`src/rtl/parking_lot_counter_if.sv`:
```
// Sensor inputs and per-gate event / occupancy outputs of the parking lot counter.
// master drives the photo-sensors; slave is the counter itself.
interface parking_lot_counter_if #(
  parameter int N_GATES = 2,
  parameter int CNT_W   = 5
);
  logic [N_GATES-1:0] a;
  logic [N_GATES-1:0] b;
  logic [N_GATES-1:0] enter;
  logic [N_GATES-1:0] exit;
  logic [N_GATES-1:0] err;
  logic [CNT_W-1:0]   occupancy;
  logic               full;
  logic               empty;
  logic               ovf;

  modport master (
    output a, b,
    input  enter, exit, err, occupancy, full, empty, ovf
  );

  modport slave (
    input  a, b,
    output enter, exit, err, occupancy, full, empty, ovf
  );
endinterface

```
`src/rtl/parking_lot_counter.sv`:
```
// Multi-gate parking lot counter: one Moore FSM per a/b sensor pair decodes
// entries/exits; a clamped occupancy register nets all gates each cycle.
module parking_lot_counter #(
  parameter int N_GATES  = 2,
  parameter int CAPACITY = 25,
  parameter int CNT_W    = 5
) (
  input logic                clk,
  input logic                reset,
  parking_lot_counter_if.slave bus
);

  localparam int DW = $clog2(N_GATES + 1) + 1;
  localparam int SW = CNT_W + DW + 1;
  localparam logic signed [SW-1:0] CAP_S = SW'(CAPACITY);

  typedef enum logic [3:0] {
    IDLE, EN1, EN2, EN3, EN_DONE, EX1, EX2, EX3, EX_DONE, ERR
  } state_t;

  state_t state     [N_GATES];
  state_t state_nxt [N_GATES];

  logic [CNT_W-1:0]      occ;
  logic                  ovf_q;
  logic [N_GATES-1:0]    enter_v, exit_v, err_v;
  logic [DW-1:0]         n_in, n_out;
  logic signed [DW-1:0]  delta;
  logic signed [SW-1:0]  sum;

  function automatic state_t next_state(input state_t s, input logic [1:0] ab);
    next_state = s;
    unique case (s)
      EN1: unique case (ab)
             2'b10: next_state = EN1;
             2'b11: next_state = EN2;
             2'b00: next_state = IDLE;
             default: next_state = ERR;
           endcase
      EN2: unique case (ab)
             2'b11: next_state = EN2;
             2'b10: next_state = EN1;
             2'b01: next_state = EN3;
             default: next_state = ERR;
           endcase
      EN3: unique case (ab)
             2'b01: next_state = EN3;
             2'b11: next_state = EN2;
             2'b00: next_state = EN_DONE;
             default: next_state = ERR;
           endcase
      EX1: unique case (ab)
             2'b01: next_state = EX1;
             2'b11: next_state = EX2;
             2'b00: next_state = IDLE;
             default: next_state = ERR;
           endcase
      EX2: unique case (ab)
             2'b11: next_state = EX2;
             2'b01: next_state = EX1;
             2'b10: next_state = EX3;
             default: next_state = ERR;
           endcase
      EX3: unique case (ab)
             2'b10: next_state = EX3;
             2'b11: next_state = EX2;
             2'b00: next_state = EX_DONE;
             default: next_state = ERR;
           endcase
      // IDLE and the terminal states all behave as a resting gate
      default: unique case (ab)
             2'b10: next_state = EN1;
             2'b01: next_state = EX1;
             2'b00: next_state = IDLE;
             default: next_state = ERR;
           endcase
    endcase
  endfunction

  always_ff @(posedge clk) begin
    for (int unsigned i = 0; i < N_GATES; i++) begin
      if (reset) state[i] <= IDLE;
      else       state[i] <= state_nxt[i];
    end
  end

  always_comb begin
    for (int unsigned i = 0; i < N_GATES; i++) begin
      state_nxt[i] = next_state(state[i], {bus.a[i], bus.b[i]});
    end
  end

  always_comb begin
    enter_v = '0;
    exit_v  = '0;
    err_v   = '0;
    n_in    = '0;
    n_out   = '0;
    for (int unsigned i = 0; i < N_GATES; i++) begin
      enter_v[i] = (state[i] == EN_DONE);
      exit_v[i]  = (state[i] == EX_DONE);
      err_v[i]   = (state[i] == ERR);
      n_in       = n_in  + DW'(enter_v[i]);
      n_out      = n_out + DW'(exit_v[i]);
    end
  end

  // Sum is widened so both overflow past CAPACITY and underflow below 0 stay visible
  assign delta = $signed(n_in - n_out);
  assign sum   = $signed({{(SW-CNT_W){1'b0}}, occ}) + $signed({{(SW-DW){delta[DW-1]}}, delta});

  always_ff @(posedge clk) begin
    if (reset) begin
      occ   <= '0;
      ovf_q <= 1'b0;
    end else if (sum > CAP_S) begin
      occ   <= CNT_W'(CAPACITY);
      ovf_q <= 1'b1;
    end else if (sum < 0) begin
      occ   <= '0;
      ovf_q <= 1'b1;
    end else begin
      occ   <= sum[CNT_W-1:0];
      ovf_q <= 1'b0;
    end
  end

  assign bus.enter     = enter_v;
  assign bus.exit      = exit_v;
  assign bus.err       = err_v;
  assign bus.occupancy = occ;
  assign bus.ovf       = ovf_q;
  assign bus.full      = (occ == CNT_W'(CAPACITY));
  assign bus.empty     = (occ == '0);

endmodule

```
`src/flat_wrapper.sv`:
```
// flat-port wrapper written by rule: the top's interface ports become plain ports
module parking_lot_counter_flat 
#(
  parameter int N_GATES  = 2,
  parameter int CAPACITY = 25,
  parameter int CNT_W    = 5
)
  (clk, reset, bus_a, bus_b, bus_enter, bus_exit, bus_err, bus_occupancy, bus_full, bus_empty, bus_ovf);
  parking_lot_counter_if #(.N_GATES(N_GATES), .CNT_W(CNT_W)) bus_i ();
  input logic clk;
  input logic reset;
  input wire logic [$bits(bus_i.a)-1:0] bus_a;
  input wire logic [$bits(bus_i.b)-1:0] bus_b;
  output wire logic [$bits(bus_i.enter)-1:0] bus_enter;
  output wire logic [$bits(bus_i.exit)-1:0] bus_exit;
  output wire logic [$bits(bus_i.err)-1:0] bus_err;
  output wire logic [$bits(bus_i.occupancy)-1:0] bus_occupancy;
  output wire logic [$bits(bus_i.full)-1:0] bus_full;
  output wire logic [$bits(bus_i.empty)-1:0] bus_empty;
  output wire logic [$bits(bus_i.ovf)-1:0] bus_ovf;
  assign bus_i.a = bus_a;
  assign bus_i.b = bus_b;
  assign bus_enter = bus_i.enter;
  assign bus_exit = bus_i.exit;
  assign bus_err = bus_i.err;
  assign bus_occupancy = bus_i.occupancy;
  assign bus_full = bus_i.full;
  assign bus_empty = bus_i.empty;
  assign bus_ovf = bus_i.ovf;
  parking_lot_counter #(.N_GATES(N_GATES), .CAPACITY(CAPACITY), .CNT_W(CNT_W)) u_core (.clk(clk), .reset(reset), .bus(bus_i));
endmodule
```
`config.mk`:
```
export PLATFORM = sky130hd
export DESIGN_NAME = parking_lot_counter_flat
export DESIGN_NICKNAME = d
export VERILOG_FILES = /design/src/rtl/parking_lot_counter_if.sv /design/src/rtl/parking_lot_counter.sv /design/src/flat_wrapper.sv
export SDC_FILE = /design/constraint.sdc
export NUM_CORES = 1
export LEC_CHECK = 0
export ABC_AREA = 1
export BUFFER_PORTS_ARGS = -buffer_cell sky130_fd_sc_hd__buf_4
export CAP_MARGIN = 25
export CORE_MARGIN = 2
export CORE_UTILIZATION = 50
export DETAILED_ROUTE_END_ITERATION = 16
export PLACE_DENSITY = 0.69
export SYNTH_ARGS = -nofsm -noshare
export SYNTH_HDL_FRONTEND = slang
export SYNTH_SLANG_ARGS = --single-unit
export TNS_END_PERCENT = 30
```
`constraint.sdc`:
```
create_clock -name clk -period 8.4 [get_ports clk]
set_clock_uncertainty 0.1 [all_clocks]
set_input_delay 1.68 -clock clk [delete_from_list [all_inputs] [get_ports clk]]
set_output_delay 1.68 -clock clk [all_outputs]
set_load 0.05 [all_outputs]
```
==> results.sh <==
export IMPL_period_needed_ns=3.486
export IMPL_h_tree_depth=1
export IMPL_boundaryPins=20
export IMPL_post_cts_repair_setup_buffers=0
export IMPL_fmax_mhz=286.9
export IMPL_cts_tree="done"
export IMPL_tns_ns=0
export IMPL_p_leak_nw=0.9005
export IMPL_start_util_pct=52.31
export IMPL_dp_hpwl_mm=2.673
export IMPL_worst_pin_slew_ns=0.3794
export IMPL_synth_distinct_cells=28
export IMPL_syn_inst=216
export IMPL_critPathLaunchType="register"
export IMPL_fp_row_count=19
export IMPL_ctsHoldBuffers=0
export IMPL_cp_data_arrival_time_ns=3.60
export IMPL_max_slew_margin_pct=74.51
export IMPL_hold_path_startpoint="u_core.state[1][0]$_SDFF_PP0_"
export IMPL_mostFrequentLayoutCells="nand2_1, inv_1, nor2_1"
export IMPL_clkTransAtPathRegs_ns=0.08
export IMPL_r2r_end="u_core.bus.occupancy[1]$_SDFF_PP0_"
export IMPL_finalSetupViolCount=0
export IMPL_cts_root_buf="clkbuf_4"
export IMPL_synthToLayoutAreaGrowth_pct=14.00
export IMPL_hold_path_class="reg2reg"
export IMPL_die_w_um=57.48
export IMPL_cts_sinks=14
export IMPL_hold_viol=0
export IMPL_syn_nets=246
export IMPL_insertion_delay_ns=0.27
export IMPL_p_per_area_mw_per_mm2=171.9
export IMPL_fin_nets=269
export IMPL_end_kind="register"
export IMPL_switching_share_pct=49.03
export IMPL_grt_max_degree=9
export IMPL_port_buffers=19
export IMPL_viasPerCell=5.384
export IMPL_final_cell_area_mm2=0.001630
export IMPL_cts_resized_gates=0
export IMPL_seq_power_share_pct=31.7
export IMPL_core_area_mm2=0.002734
export IMPL_die_area_mm2=0.003304
export IMPL_path_class="reg2reg"
export IMPL_drv_slew=0
export IMPL_drive_above_1_share_pct=16.03
export IMPL_avgSynthCellArea_um2=6.621
export IMPL_track_usage_pct=20.18
export IMPL_r2r_slack_ns=4.91
export IMPL_holdPathStages=2
export IMPL_status="finished clean"
export IMPL_final_period_utilization_pct=41.50
export IMPL_critPathMaxFanout=6
export IMPL_power_report_internal_total_mw=0.1428
export IMPL_diodes=0
export IMPL_switchingPower_mw=0.1374
export IMPL_rsz0062_at_grt="false"
export IMPL_p_comb_share_pct=55.1
export IMPL_overflow=0
export IMPL_wl_mm=3.144
export IMPL_placed_area_mm2=0.001608
export IMPL_gp_congestion=0.9048
export IMPL_r2r_cells=17
export IMPL_layout_commonest_cell="nand2_1"
export IMPL_ir_drop_mv=0.1541
export IMPL_whs_ns=0.6059
export IMPL_antenna_found_initial=0
export IMPL_clock_power_share_pct=13.2
export IMPL_numCtsBuffers=3
export IMPL_yosys_warnings=0
export IMPL_dr_pass1_iters=4
export IMPL_die_h_um=57.48
export IMPL_ys_ff_latch=14
export IMPL_total_power_mw=0.2802
export IMPL_r2r_start="u_core.state[1][3]$_SDFF_PP0_"
export IMPL_cts_buffer_depth=2
export IMPL_drv_cap=0
export IMPL_synth_seq_area_share_pct=19.60
export IMPL_num_vias=1443
export IMPL_min_to="u_core.state[1][0]$_SDFF_PP0_"
export IMPL_grt_first_pass_wirelength_mm=5.382
export IMPL_drc=0
export IMPL_grt_pass1_vias=1330
export IMPL_drt_first_iter_violations=116
export IMPL_worstPathRequired_ns=8.51
export IMPL_synthesis_area_mm2=0.001430
export IMPL_ant_nets=0
export IMPL_post_drt_wl_per_cell_um=11.73
export IMPL_final_util_pct=59.63
-- area by class of cell --
class / instances / area, µm²
Fill cell: 268 / 1104
Multi-Input combinational cell: 159 / 988.4
Sequential cell: 14 / 280.3
Inverter: 42 / 157.7
Timing Repair Buffer: 19 / 142.6
Tap cell: 31 / 38.79
Clock buffer: 3 / 22.52
-- flip-flops by register name, indices dropped and copies added, names as in the netlist --
signal / cells
u_core.bus.occupancy: 5
u_core.bus.ovf: 1
u_core.state: 8
-- power by group through the flow --
| stage | Sequential, mW | Clock (mW) | Combinational (mW) |
|---|---|---|---|
| 2_1_floorplan | 0.111 | 0 | 0.0919 |
| 3_3_place_gp | 0.0899 | 0 | 0.153 |
| 3_5_place_dp | 0.0902 | 0 | 0.154 |
| 4_1_cts | 0.0887 | 0.0398 | 0.155 |
| 5_1_grt | 0.0904 | 0.0414 | 0.169 |
| 6_report | 0.0889 | 0.0370 | 0.154 |
-- per-layer routing --
| metal | track usage, % | vias up | part of all wire, % |
|---|---|---|---|
| li1 | - | 744 | - |
| met1 | 22.50 | 643 | 42 |
| met2 | 37.34 | 52 | 50 |
| met3 | 3.628 | 4 | 6.9 |
| met4 | 7.973 | 0 | 1.4 |
| met5 | 0 | - | 0 |
-- logic make-up (layout without fill, tap and decap cells) --
kind of cell | Yosys count | count (layout) | share of synthesized area (%)
XOR/XNOR | 1 | 1 | 0.6125
AO/OA/AOI/OAI | 24 | 24 | 10.50
adder cells (fa/ha/maj) | 24 | 24 | 22.05
flip-flops | 14 | 14 | 19.60
buffers and inverters | 43 | 64 | 11.29
AND/OR/NAND/NOR | 110 | 110 | 35.96
-- critical path: stages, from the launching register on --
cell,delay (ns)
dfxtp_1,0.35
inv_1,0.16
nand2_1,0.14
nor2_1,0.20
inv_1,0.09
fa_1,0.48
inv_1,0.04
ha_1,0.16
inv_1,0.07
ha_1,0.28
ha_1,0.34
nand3_1,0.11
nand2_1,0.07
o21ai_0,0.24
nand3_1,0.17
a21oi_2,0.24
nand3_2,0.11
nor2_1,0.09
-- worst max path at each step --
stage                                  startpoint                                 end  slack [ns]  cells past startpoint
floorplan           u_core.state[0][0]$_SDFF_PP0_  u_core.bus.occupancy[1]$_SDFF_PP0_        4.28                     16
global placement    u_core.state[1][3]$_SDFF_PP0_  u_core.bus.occupancy[3]$_SDFF_PP0_        5.05                     18
detailed placement  u_core.state[1][3]$_SDFF_PP0_  u_core.bus.occupancy[1]$_SDFF_PP0_        4.95                     17
CTS                 u_core.state[1][3]$_SDFF_PP0_  u_core.bus.occupancy[1]$_SDFF_PP0_        4.92                     17
global route        u_core.state[1][3]$_SDFF_PP0_  u_core.bus.occupancy[1]$_SDFF_PP0_        4.70                     17
finish              u_core.state[1][3]$_SDFF_PP0_  u_core.bus.occupancy[1]$_SDFF_PP0_        4.91                     17
-- per-stage QoR --
stage                     setup slack (ns)  cells
after floorplan                      4.278    216
after global placement               5.051    265
after detailed placement             4.946    265
after CTS                            4.919    268
after global routing                 4.697    268
final                                4.914    268
-- synthesized netlist by cell type, drive strengths merged --
master | instances | area share [%]
o21ai | 8 | 2.8
nand2 | 49 | 14
buf | 1 | 0.26
inv | 42 | 11
nor4 | 3 | 1.3
a211oi | 2 | 1.0
or2 | 1 | 0.44
nand4 | 3 | 1.7
nand3b | 4 | 2.1
ha | 22 | 19
xor2 | 1 | 0.61
nand3 | 14 | 5.2
a21oi | 5 | 2.0
and2 | 1 | 0.53
nor2 | 24 | 6.5
a41oi | 1 | 0.61
a221oi | 2 | 1.2
nor3 | 11 | 3.8
a31oi | 4 | 1.7
dfxtp | 14 | 20
a22oi | 2 | 1.0
fa | 2 | 2.8
No activity file was read; power rests on OpenSTA's default activity.
